`src/rtl/ibus_sram_if.sv`:
```
// ============================================================================
//  Module   : ibus_sram_if
//  Purpose  : Instruction-fetch bus slave in front of a single-port SRAM.
//  Revision : 1.0
// ============================================================================
`default_nettype none

module ibus_sram_if #(
    parameter int                  C_BUS_SZX     = 5,
    parameter int                  C_BUS_SZ      = 2**C_BUS_SZX,
    parameter int                  C_MEM_DEPTH_X = 10,
    parameter logic [C_BUS_SZ-1:0] C_MEM_BASE    = '0,
    parameter int                  C_WAIT_STATES = 0,
    parameter bit                  C_USER_EXEC   = 1'b1
) (
    input  logic                     clk_i,
    input  logic                     reset_i,
    input  logic                     clk_en_i,

    output logic                     ireqready_o,
    input  logic                     ireqvalid_i,
    input  logic [1:0]               ireqhpl_i,
    input  logic [C_BUS_SZ-1:0]      ireqaddr_i,

    input  logic                     irspready_i,
    output logic                     irspvalid_o,
    output logic                     irsprerr_o,
    output logic [C_BUS_SZ-1:0]      irspdata_o,

    output logic                     mem_en_o,
    output logic [C_MEM_DEPTH_X-1:0] mem_addr_o,
    input  logic [C_BUS_SZ-1:0]      mem_rdata_i
);

    localparam logic [1:0] S_IDLE   = 2'd0;
    localparam logic [1:0] S_ACCESS = 2'd1;
    localparam logic [1:0] S_RSP    = 2'd2;

    localparam logic [2:0]        LP_WAIT = 3'(C_WAIT_STATES);
    localparam logic [C_BUS_SZ:0] LP_BASE = {1'b0, C_MEM_BASE};
    // Word index width of the (C_BUS_SZ+1)-bit extended address.
    localparam int                LP_WW   = C_BUS_SZ - 1;

    logic [1:0]          state_q, state_d;
    logic [2:0]          cnt_q, cnt_d;
    logic                req_err_q, req_err_d;
    logic                rsp_err_q, rsp_err_d;
    logic [C_BUS_SZ-1:0] rsp_data_q, rsp_data_d;

    logic             w_borrow;
    logic [LP_WW-1:0] w_addr_word;
    logic [LP_WW-1:0] w_word_off;
    logic             w_out_of_range;
    logic             w_misalign;
    logic             w_priv_err;
    logic             w_err;
    logic             w_accept;

    // Offset from the base computed with one extra bit: addresses below the
    // base wrap to a value with the top bit set, so they fail the range test.
    assign w_borrow       = (ireqaddr_i[1:0] < LP_BASE[1:0]);
    assign w_addr_word    = {1'b0, ireqaddr_i[C_BUS_SZ-1:2]};
    assign w_word_off     = w_addr_word - LP_BASE[C_BUS_SZ:2] - LP_WW'(w_borrow);
    assign w_out_of_range = |w_word_off[LP_WW-1:C_MEM_DEPTH_X];
    assign w_misalign     = |ireqaddr_i[1:0];
    assign w_priv_err     = !C_USER_EXEC && (ireqhpl_i == 2'b00);
    assign w_err          = w_misalign | w_out_of_range | w_priv_err;

    assign ireqready_o = reset_i
                       | (state_q == S_IDLE)
                       | ((state_q == S_RSP) & irspready_i);
    assign w_accept    = ~reset_i & clk_en_i & ireqready_o & ireqvalid_i;

    assign mem_en_o    = w_accept & ~w_err;
    assign mem_addr_o  = w_word_off[C_MEM_DEPTH_X-1:0];

    assign irspvalid_o = (state_q == S_RSP);
    assign irsprerr_o  = rsp_err_q;
    assign irspdata_o  = rsp_data_q;

    always_comb begin
        state_d    = state_q;
        cnt_d      = cnt_q;
        req_err_d  = req_err_q;
        rsp_err_d  = rsp_err_q;
        rsp_data_d = rsp_data_q;

        if (clk_en_i) begin
            case (state_q)
                S_IDLE: begin
                    if (w_accept) begin
                        state_d = S_ACCESS;
                    end
                end
                S_ACCESS: begin
                    // Counter still holds its load value only in the first
                    // ACCESS cycle, which is when SRAM read data is valid.
                    if (cnt_q == LP_WAIT) begin
                        rsp_err_d  = req_err_q;
                        rsp_data_d = req_err_q ? '0 : mem_rdata_i;
                    end
                    if (cnt_q == 3'd0) begin
                        state_d = S_RSP;
                    end else begin
                        cnt_d = cnt_q - 3'd1;
                    end
                end
                S_RSP: begin
                    if (irspready_i) begin
                        state_d = w_accept ? S_ACCESS : S_IDLE;
                    end
                end
                default: begin
                    state_d = S_IDLE;
                end
            endcase

            if (w_accept) begin
                cnt_d     = LP_WAIT;
                req_err_d = w_err;
            end
        end
    end

    always_ff @(posedge clk_i) begin
        if (reset_i) begin
            state_q    <= S_IDLE;
            cnt_q      <= 3'd0;
            req_err_q  <= 1'b0;
            rsp_err_q  <= 1'b0;
            rsp_data_q <= '0;
        end else begin
            state_q    <= state_d;
            cnt_q      <= cnt_d;
            req_err_q  <= req_err_d;
            rsp_err_q  <= rsp_err_d;
            rsp_data_q <= rsp_data_d;
        end
    end

endmodule

`default_nettype wire

```
`config.mk`:
```
export PLATFORM = sky130hd
export DESIGN_NAME = ibus_sram_if
export DESIGN_NICKNAME = d
export VERILOG_FILES = /design/src/rtl/ibus_sram_if.sv
export SDC_FILE = /design/constraint.sdc
export NUM_CORES = 1
export LEC_CHECK = 0
export ABC_AREA = 1
export CORE_UTILIZATION = 35
export DETAILED_ROUTE_END_ITERATION = 16
export PLACE_DENSITY = 0.79
export SYNTH_ARGS = -nofsm -noshare
export SYNTH_HDL_FRONTEND = slang
export SYNTH_SLANG_ARGS = --single-unit
export TNS_END_PERCENT = 30
```
`constraint.sdc`:
```
create_clock -name clk_i -period 1.8 [get_ports clk_i]
set_input_delay 0.36 -clock clk_i [delete_from_list [all_inputs] [get_ports clk_i]]
set_output_delay 0.36 -clock clk_i [all_outputs]
set_load 0.01 [all_outputs]
```
# Word-level counts from Yosys, hierarchy flattened
# Index checks and enable logic that the tools add are counted.
[totals] regBits=39 inputBits=71 output_inout_bits=46 elab_cells=42
[classes] n_addsub=2 n_lt_le_gt_ge=1 n_eq_ne=6 mux=9 n_bitwise=10 n_reduce_logical=9
[op_table] operator="$mux 32" n=1
[op_table] operator="$sub 30x1->31" n=1
[op_table] operator="$reduce_or 21->1" n=1
[op_table] operator="$mux 3" n=3
[op_table] operator="$ne 2x2->1 const B" n=4
[op_table] operator="$mux 2" n=3
[op_table] operator="$pmux 2 s3" n=1
[op_table] operator="$reduce_and 3->1" n=2
[op_table] operator="$and 1x1->1" n=5
[op_table] operator="$reduce_and 4->1" n=1
[op_table] operator="$logic_not 3->1" n=1
[op_table] operator="$or 1x1->1" n=3
[op_table] operator="$sub 3x1->3 const B" n=1
[op_table] operator="$eq 2x1->1 const B" n=1
[op_table] operator="$eq 2x2->1 const B" n=1
[op_table] operator="$logic_not 2->1" n=1
[op_table] operator="$lt 2x1->1 const B" n=1
[op_table] operator="$not 1->1" n=2
[op_table] operator="$reduce_and 2->1" n=1
[op_table] operator="$reduce_bool 2->1" n=1
[op_table] operator="$reduce_or 2->1" n=1
[op_table] operator="$mux 1" n=1

# Longest topological paths before layout
# Gate-level depths: netlist (run 1).
[logic_depth] ltp_word=8 ltp_mapped=10 mapped_depth_nobuf=9

# Least setup slack after synthesis (run 1)
# OpenSTA, ideal clock, no wires.
[synth_timing] path_type="input port to output port" start="input reset_i" end="output mem_en_o" arrival_time_ns=1.141 t_required_ns=1.440 path_slack_ns=0.299 stages=6 path_buffers=1 cell_sequence="buf_2 > inv_1 > nand3_1 > nor2_1 > nand2_1 > nor2_1"
[synth_between] elab_chain_len=5 elab_cells_between_ends=7 cone_classes="7 x bitwise"
[synth_lines] item="start: declaration" line="17" source="input logic reset_i,"
[synth_lines] item="$or 1x1->1 / $not 1->1 (equally long branches)" line="70, 72"
[synth_lines] item="$or 1x1->1 / $and 1x1->1 (equally long branches)" line="71, 72"
[synth_lines] item="$and 1x1->1 * (2 in series)" line="72" source="assign w_accept = ~reset_i & clk_en_i & ireqready_o & ireqvalid_i;"
[synth_lines] item="$and 1x1->1 *" line="74" source="assign mem_en_o = w_accept & ~w_err;"
[synth_lines] item="end: declaration" line="30" source="output logic mem_en_o,"
# Every way passes the cells marked *; elsewhere a longest branch is shown, timed or not.

# Worst setup path after layout (run 1)
[layout_timing] start="input clk_en_i" end="output mem_en_o"
[layout_between] elab_chain_len=4
[layout_lines] item="start: declaration" line="18" source="input logic clk_en_i,"
[layout_lines] item="$and 1x1->1 (3 in series)" line="72"
[layout_lines] item="$and 1x1->1" line="74"
# No other way between the ends.

==> impl_metrics.yaml, run 1 <==
status:
  run_status: "complete, but fails checks"
  violations: "negative setup slack"
cells_and_area:
  insertedDiodeCount: 0
  finish.cell_count_without_fillers: 381
  most_used_cells_in_the_layout_excluding_fill_and_tap_cells: "sky130_fd_sc_hd__clkdlybuf4s50_1, sky130_fd_sc_hd__nand2_1, sky130_fd_sc_hd__nor2_1, sky130_fd_sc_hd__dfxtp_1, sky130_fd_sc_hd__a21oi_1"
  num-nets-final: 386
  layout.cells.most_common: "sky130_fd_sc_hd__clkdlybuf4s50_1"
  area_growth_syn_to_layout_pct: 65.6
  layout.core_utilization: 0.605
  final_layout_size_suffix_gt1_frac: 0.153
routing:
  wirelength_um: 4100
  drt_pre_antenna_iters: 4
  postRouteAntennaNets: 0
  route.vias.total: 1701
  detail_route.wl_per_cell_um: 10.8
  drt_iter0_markers: 58
  viasPerCell: 4.46
  remaining_drc_errors: 0
place:
  routabilityCongestion: 0.869
  dp.final_hpwl_um: 3130
  io_buffers: 94
  post-place-cells: 373
setup_path:
  worst_ep_required_time_ps: 1440
  worst_r2r_endpoint: "irspdata_o[20]"
  worst_path_class_setup: "in2out"
  r2r-start: "cnt_q[0]"
  crit_path_start_kind: "primary input"
  critical_path.slowest_cell: "sky130_fd_sc_hd__clkdlybuf4s50_1"
  r2r_cells: 10
  timing.critical_path.fanout_max: 3
  timing.reg2reg.setup_slack_ps: 190
  worst-path-buf-inv: 2
  cp_slowest_stage_delay_ps: 500
  crit_chain: "clkdlybuf4s50_1 -> nand3_2 -> nor2_4 -> nand2_1 -> nor2_1 -> buf_2"
  worst_ep_arrival_time_ps: 1440
  worst_setup_path_end_kind: "output port"
  crit_family: "buffers and inverters"
clock_tree:
  cts_tree: "done"
  postCtsHoldBufs: 0
  cts.sink_count: 39
  cts.clk_slew.worst_paths_ps: 70
  insertion_delay_ps: 280
  clock_tree.buffer_depth: 2
  ctsHtreeMaxLevel: 2
  root_buffer: "sky130_fd_sc_hd__clkbuf_8"
  post_cts.repair.setup_buffers: 0
  clock_buffers_created_by_tritoncts: 5
flow_run:
  timing.max_cap.violations: 0
synthesis:
  synth_seq_cells: 39
  postSynthAreaPerCell_um2: 7.84
  synth_cell_types: 22
  syn-instance-count: 220
  ys.warnings.count: 0
  yosys.area.top_type_share: 0.453
  post-synth-top-area-cell: "sky130_fd_sc_hd__dfxtp_1"
  netlist_area_mm2: 0.00173
  synth.area.top_cells: "sky130_fd_sc_hd__dfxtp_1, sky130_fd_sc_hd__nand2_1, sky130_fd_sc_hd__nor2_1, sky130_fd_sc_hd__a22oi_1, sky130_fd_sc_hd__a21oi_2"
  mappedNetlistNets: 293
  synth-seq-area-share: 0.453
power_and_ir_drop:
  highest_ir_drop_seen_on_vdd_mv: 0.256
  cellPowerDensity_mw_per_mm2: 671
  power.static_leakage_uw: 0.00109
sta:
  fin_worst_hold_slack_ps: 463
  maxSlewViolCount: 0
  post-route-min-period_ps: 1800
  finalCritPeriodShare: 1.00
  fmax_mhz: 555
  final-setup-viol-count: 1
  max_slew.worst_pin.slew_ps: 411
  relSlewSlack: 0.726
  report.final.hold_viol_count: 0
  rsz_0062_raised_after_global_routing: "true"
  setup_ws_ps: -1.92
  fin_worst_skew_ps: 3.16
min_path:
  worstHoldPathCells: 2
  hold_path.startpoint: "irspdata_o[1]"
  hold_class: "reg2reg"
  worstHoldEndpoint: "irspdata_o[1]"
die:
  floorplan.core_area_mm2: 0.00472
  die_x_um: 72.2
  fp.dieH_um: 72.2
  start_util: 0.365
  io-pin-count: 117
  floorplan.die_area_mm2: 0.00521
  rows: 25
grt:
  number_of_antenna_violations_at_the_first_check_in_global_routing: 0
  number_of_global_route_vias_before_repair: 1575
  grt_pass1_wl_um: 6670
  grt_remaining_overflow: 0
  gr-usage-all-layers: 0.162
  pin_count_of_the_biggest_net_entering_global_routing: 35
[how the worst max path moves through the flow]
stage	startpoint	to	slack, ps	cells past startpoint
global route	clk_en_i	mem_en_o	-50	6
detailed placement	reset_i	mem_en_o	-480	7
floorplan	reset_i	mem_en_o	300	6
CTS	reset_i	mem_en_o	3	7
global placement	reset_i	mem_en_o	-460	7
finish	clk_en_i	mem_en_o	-2	6
[through the flow]
step,power [µW],setup TNS (ps),setup slack (ps),area [µm²]
final,1920,-1.92,-1.92,2860
after global routing,2010,-59.7,-53.0,2860
after CTS,1940,0,3.44,2850
after detailed placement,1300,-742,-477,2740
after global placement,1290,-669,-464,2740
after floorplan,1100,0,299,1730
[what timing repair did]
action	CTS	global route
pin swaps	1	1
setup endpoints to repair	2	2
gates resized for setup	7	4
[cell usage after synthesis, drive strengths merged]
cell type  number
nor3            2
nor2           42
inv            11
a22oi          13
a21oi          23
nand3           6
ha              2
clkbuf          3
o21ai           2
o211ai          1
dfxtp          39
nand2          58
buf            18
[where the power goes]
part	internal (µW)	switching, µW	leakage (µW)	total [µW]
clock	348	288	0.0000505	637
combinational	220	149	0.000720	369
sequential	893	17.0	0.000316	910
[state kept, by name (all words and copies together), names as in the netlist]
name	cells
state_q	2
irspdata_o	32
req_err_q	1
cnt_q	3
irsprerr_o	1
[metal layers]
metal	vias to the layer above	wire [µm]	GRT usage
met4	0	103	0.0893
met2	70	1930	0.285
li1	880	-	-
met1	738	1720	0.179
met5	-	0	0
met3	13	338	0.0417
[final cells by class]
| class | count | area, µm² |
|---|---|---|
| repair buffers | 107 | 1070 |
| fillers | 441 | 1870 |
| well taps | 67 | 83.8 |
| flip-flops and latches | 39 | 781 |
| clock inverters | 1 | 7.51 |
| clock buffers | 7 | 96.3 |
| inverters | 11 | 41.3 |
| multi-input cells | 149 | 774 |
[worst register-to-register path: cells and delay by family (launching register included)]
kind | cells | cell delay, ps
AOI/OAI and AO/OA | 1 | 140
adders and majority gates | 2 | 410
and+or+nand+nor | 4 | 320
buffers and inverters | 3 | 300
DFF | 1 | 330
[cells by family (layout without fill, tap and decap cells)]
logic type | after synthesis | in the layout | synth area share
and+or+nand+nor | 108 | 108 | 0.272
AOI/OAI and AO/OA | 39 | 39 | 0.153
DFF | 39 | 39 | 0.453
buffers and inverters | 32 | 126 | 0.108
adders and majority gates | 2 | 2 | 0.0145
Note: power is estimated with default switching activity, not from simulation.
==> inputs of run 2 (changes only) <==
- ABC_CLOCK_PERIOD_IN_PS: not set -> 1800
- CTS_CLUSTER_DIAMETER: not set -> 50
- PLACE_DENSITY: 0.79 -> 0.8
==> impl_metrics.yaml, run 2 (same netlist as run 1, synthesis figures left out) <==
sta:
  relSlewSlack: 0.728
  finalCritPeriodShare: 0.974
  report.final.hold_viol_count: 0
  rsz_0062_raised_after_global_routing: "true"
  fin_setup_tns_ps: 0
  max_slew.worst_pin.slew_ps: 408
  post-route-min-period_ps: 1750
  maxSlewViolCount: 0
  fmax_mhz: 570
  final-setup-viol-count: 0
  fin_worst_skew_ps: 3.43
  setup_ws_ps: 46.5
setup_path:
  worst_path_class_setup: "in2out"
  crit_path_start_kind: "primary input"
  timing.critical_path.fanout_max: 2
  r2r-start: "cnt_q[0]"
  critical_path.slowest_cell: "sky130_fd_sc_hd__clkdlybuf4s50_1"
  crit_family: "buffers and inverters"
  crit_chain: "clkdlybuf4s50_1 -> nor2_1 -> nand2_1 -> nor2_1 -> nand2_1 -> nor2_2 -> buf_2"
  worst_setup_path_end_kind: "output port"
  worst-path-buf-inv: 2
  cp_slowest_stage_delay_ps: 410
  worst_ep_required_time_ps: 1440
  worst_ep_arrival_time_ps: 1390
  crit_start: "ireqaddr_i[17]"
grt:
  gr-usage-all-layers: 0.172
  grt-busiest-layer: "met2"
  grt_pass1_wl_um: 7040
  use_met3: 0.0486
  global_route.usage.met2: 0.307
  grt_remaining_overflow: 0
  number_of_global_route_vias_before_repair: 1669
  number_of_antenna_violations_at_the_first_check_in_global_routing: 0
  use_met1: 0.184
  pin_count_of_the_biggest_net_entering_global_routing: 35
routing:
  wirelength_um: 4430
  detail_route.wl_per_cell_um: 11.7
  drt_iter0_markers: 50
  route.vias.total: 1750
  postRouteAntennaNets: 0
  drt_pre_antenna_iters: 6
  remaining_drc_errors: 0
  viasPerCell: 4.62
cells_and_area:
  insertedDiodeCount: 0
  layout.cells.most_common: "sky130_fd_sc_hd__clkdlybuf4s50_1"
  most_used_cells_in_the_layout_excluding_fill_and_tap_cells: "sky130_fd_sc_hd__clkdlybuf4s50_1, sky130_fd_sc_hd__nand2_1, sky130_fd_sc_hd__dfxtp_1"
  num-nets-final: 384
  number_of_flip_flops_under_the_largest_register_name: 32
  final_layout_size_suffix_gt1_frac: 0.154
  area_growth_syn_to_layout_pct: 68.1
place:
  place_worst_setup_slack_ps: -469
  io_buffers: 94
  dp.final_hpwl_um: 3150
  routabilityCongestion: 0.742
die:
  floorplan.core_area_mm2: 0.00472
  start_util: 0.365
  die_x_um: 72.2
  rows: 25
  floorplan.die_area_mm2: 0.00521
  fp.dieH_um: 72.2
  io-pin-count: 117
power_and_ir_drop:
  power.static_leakage_uw: 0.00117
  total_power_uw: 2000
  highest_ir_drop_seen_on_vdd_mv: 0.306
  cellPowerDensity_mw_per_mm2: 690
clock_tree:
  ctsHtreeMaxLevel: 2
  cts.clk_slew.worst_paths_ps: 70
  clock_tree.buffer_depth: 2
  cts_tree: "done"
  cts.sink_count: 39
  clock_buffers_created_by_tritoncts: 5
  root_buffer: "sky130_fd_sc_hd__clkbuf_8"
  insertion_delay_ps: 280
status:
  run_status: "completed"
min_path:
  hold_path.startpoint: "irspdata_o[4]"
  hold_class: "reg2reg"
flow_run:
  timing.max_cap.violations: 0
run 2: changes by cell type in the layout (fill, tap and decap cells not counted), moves of 2 or more:
cell                              previous run  this run
sky130_fd_sc_hd__buf_4                      10         7
sky130_fd_sc_hd__dlymetal6s2s_1              1        10
sky130_fd_sc_hd__clkbuf_8                    7         5
sky130_fd_sc_hd__clkdlybuf4s50_1            91        82
run 2: final cells by class:
class	instances	area [µm²]
well taps	67	83.8
repair buffers	105	1090
clock inverters	3	43.8
fillers	422	1820
inverters	11	41.3
multi-input cells	149	790
clock buffers	5	68.8
flip-flops and latches	39	781
run 2: per-stage QoR:
| step | hold WS, ps | cell area [µm²] | cells | util |
|---|---|---|---|---|
| after floorplan | 455 | 1730 | 220 | - |
| after global placement | 450 | 2740 | 371 | 0.580 |
| after detailed placement | 455 | 2740 | 371 | 0.580 |
| after CTS | 466 | 2850 | 379 | 0.604 |
| after global routing | 480 | 2900 | 379 | 0.614 |
| final | 464 | 2900 | 379 | 0.614 |
run 2: what timing repair did:
| action | in CTS | in global routing |
|---|---|---|
| setup buffers | 0 | 0 |
| hold endpoints to repair | 0 | 0 |
| hold buffers | 0 | 0 |
| gates resized for setup | 9 | 14 |
| pin swaps | 2 | 9 |
| endpoints found under the setup margin | 2 | 2 |
run 2: worst register-to-register path: stages (launching register included):
cell,delay (ps)
sky130_fd_sc_hd__dfxtp_1,330
sky130_fd_sc_hd__inv_1,60
sky130_fd_sc_hd__ha_1,190
sky130_fd_sc_hd__ha_1,210
sky130_fd_sc_hd__nand2_1,70
sky130_fd_sc_hd__inv_1,70
sky130_fd_sc_hd__nand2_4,130
sky130_fd_sc_hd__nor2_8,50
sky130_fd_sc_hd__buf_12,160
sky130_fd_sc_hd__a22oi_1,150
sky130_fd_sc_hd__nor2_1,70
run 2: final timing paths:
check              endpoint  slack [ps]  depth (start not counted)
max                mem_en_o          50                          7
min           irspdata_o[4]         460                          2
max reg2reg  irspdata_o[20]         200                         10
min reg2reg   irspdata_o[4]         460                          2
run 2: report_power, final:
group	internal [µW]	leakage (µW)	switching, µW
combinational	216	0.000797	155
sequential	893	0.000316	17.7
clock	413	0.0000581	306
run 2: per-layer routing:
metal	routed length [µm]	vias to the layer above	part of all wire
met5	0	-	0
met4	127	0	0.029
met3	305	13	0.069
met2	2150	74	0.48
met1	1850	786	0.42
li1	-	877	-
==> inputs of run 3 (changes only) <==
- ABC_CLOCK_PERIOD_IN_PS: 1800 -> 2000
- clock period: 1.8 -> 2 ns (I/O delays scaled with it)
==> impl_metrics.yaml, run 3 (same netlist as run 1, synthesis figures left out) <==
status:
  run_status: "completed"
cells_and_area:
  insertedDiodeCount: 0
  most_used_cells_in_the_layout_excluding_fill_and_tap_cells: "sky130_fd_sc_hd__clkdlybuf4s50_1, sky130_fd_sc_hd__nand2_1, sky130_fd_sc_hd__dfxtp_1"
  area_of_combinational_cells_with_multiple_inputs_um2: 768
  num-nets-final: 383
  final_layout_size_suffix_gt1_frac: 0.145
  seqCellArea_um2: 781
  number_of_flip_flops_under_the_largest_register_name: 32
  final_design_area_no_fill_mm2: 0.00285
  nFillCells: 443
  layout.cells.most_common: "sky130_fd_sc_hd__clkdlybuf4s50_1"
  area_growth_syn_to_layout_pct: 65.0
sta:
  fmax_mhz: 536
  post-route-min-period_ps: 1870
  relSlewSlack: 0.732
  fin_worst_skew_ps: 4.96
  max_slew.worst_pin.slew_ps: 402
  final-setup-viol-count: 0
  report.final.hold_viol_count: 0
  maxSlewViolCount: 0
  rsz_0062_raised_after_global_routing: "false"
  finalCritPeriodShare: 0.933
setup_path:
  worst_ep_required_time_ps: 1600
  worst_path_class_setup: "in2out"
  worst_ep_arrival_time_ps: 1470
  timing.critical_path.fanout_max: 2
  crit_path_start_kind: "primary input"
  timing.reg2reg.setup_slack_ps: 390
  worst_setup_path_end_kind: "output port"
place:
  routabilityCongestion: 0.716
  io_buffers: 94
  dp.final_hpwl_um: 3140
  placed_cell_area_mm2: 0.00273
clock_tree:
  cts.clk_slew.worst_paths_ps: 70
  clock_tree.buffer_depth: 2
  cts_tree: "done"
  insertion_delay_ps: 280
  postCtsHoldBufs: 0
  root_buffer: "sky130_fd_sc_hd__clkbuf_8"
  cts.sink_count: 39
  clock_buffers_created_by_tritoncts: 5
  ctsHtreeMaxLevel: 2
  post_cts.repair.setup_buffers: 0
grt:
  grt_pass1_wl_um: 7040
  grt_remaining_overflow: 0
  pin_count_of_the_biggest_net_entering_global_routing: 35
  gr-usage-all-layers: 0.172
  number_of_global_route_vias_before_repair: 1613
  number_of_antenna_violations_at_the_first_check_in_global_routing: 0
routing:
  remaining_drc_errors: 0
  detail_route.wl_per_cell_um: 11.3
  wirelength_um: 4260
  drt_iter0_markers: 69
  viasPerCell: 4.50
  drt_pre_antenna_iters: 6
  postRouteAntennaNets: 0
  route.vias.total: 1702
die:
  start_util: 0.365
  floorplan.die_area_mm2: 0.00521
  fp.dieH_um: 72.2
  die_x_um: 72.2
  io-pin-count: 117
  rows: 25
  floorplan.core_area_mm2: 0.00472
power_and_ir_drop:
  total_power_uw: 1800
  highest_ir_drop_seen_on_vdd_mv: 0.313
  cellPowerDensity_mw_per_mm2: 631
  power.static_leakage_uw: 0.00106
flow_run:
  timing.max_cap.violations: 0
min_path:
  hold_class: "reg2reg"
==> run 3: timing repair <==
| item | in CTS | in global routing |
|---|---|---|
| hold endpoints to repair | 0 | 0 |
| gates resized for setup | 5 | 4 |
| endpoints found under the setup margin | 2 | 1 |
| pin swaps | 1 | 1 |
==> run 3: worst max-delay path, cell delays in order <==
cell                              delay, ps
sky130_fd_sc_hd__clkdlybuf4s50_1        490
sky130_fd_sc_hd__o21ai_1                110
sky130_fd_sc_hd__nor2_2                 140
sky130_fd_sc_hd__nand2_1                 70
sky130_fd_sc_hd__nor2_2                 110
sky130_fd_sc_hd__buf_2                  150
==> run 3: layout make-up <==
| cell class | instances | area share |
|---|---|---|
| multi-input combinational | 149 | 0.270 |
| clock buffer | 5 | 0.0242 |
| clock inverter | 3 | 0.0154 |
| inverter | 11 | 0.0145 |
| timing repair buffer | 104 | 0.372 |
| tap | 67 | 0.0295 |
| sequential | 39 | 0.274 |
==> run 3: worst paths after layout <==
kind                  from        endpoint  cells after the start
min          irspdata_o[2]   irspdata_o[2]                      2
min reg2reg  irspdata_o[2]   irspdata_o[2]                      2
max reg2reg       cnt_q[0]  irspdata_o[20]                     10
max            irspready_i        mem_en_o                      6
==> run 3: metal layers <==
| layer | vias to the layer above | wire length (µm) | track usage | share of wire |
|---|---|---|---|---|
| met4 | 0 | 90 | 0.0893 | 0.021 |
| li1 | 874 | - | - | - |
| met2 | 78 | 2060 | 0.290 | 0.48 |
| met5 | - | 0 | 0 | 0 |
| met3 | 10 | 324 | 0.0472 | 0.076 |
| met1 | 740 | 1780 | 0.200 | 0.42 |
==> run 3: power breakdown <==
group	leakage, µW	internal (µW)	switching (µW)
sequential	0.000316	803	18.3
combinational	0.000690	194	132
clock	0.0000581	371	277
total	0.00106	1370	427
==> run 3: per-stage QoR <==
| stage | cells | util | TNS, ps | setup WS (ps) | hold WS, ps |
|---|---|---|---|---|---|
| 2_1_floorplan | 220 | - | 0 | 419 | 455 |
| 3_3_place_gp | 370 | 0.578 | -423 | -330 | 450 |
| 3_5_place_dp | 370 | 0.578 | -381 | -311 | 455 |
| 4_1_cts | 378 | 0.602 | 0 | 9.69 | 467 |
| 5_1_grt | 378 | 0.603 | 0 | 70.9 | 481 |
| 6_report | 378 | 0.603 | 0 | 134 | 464 |
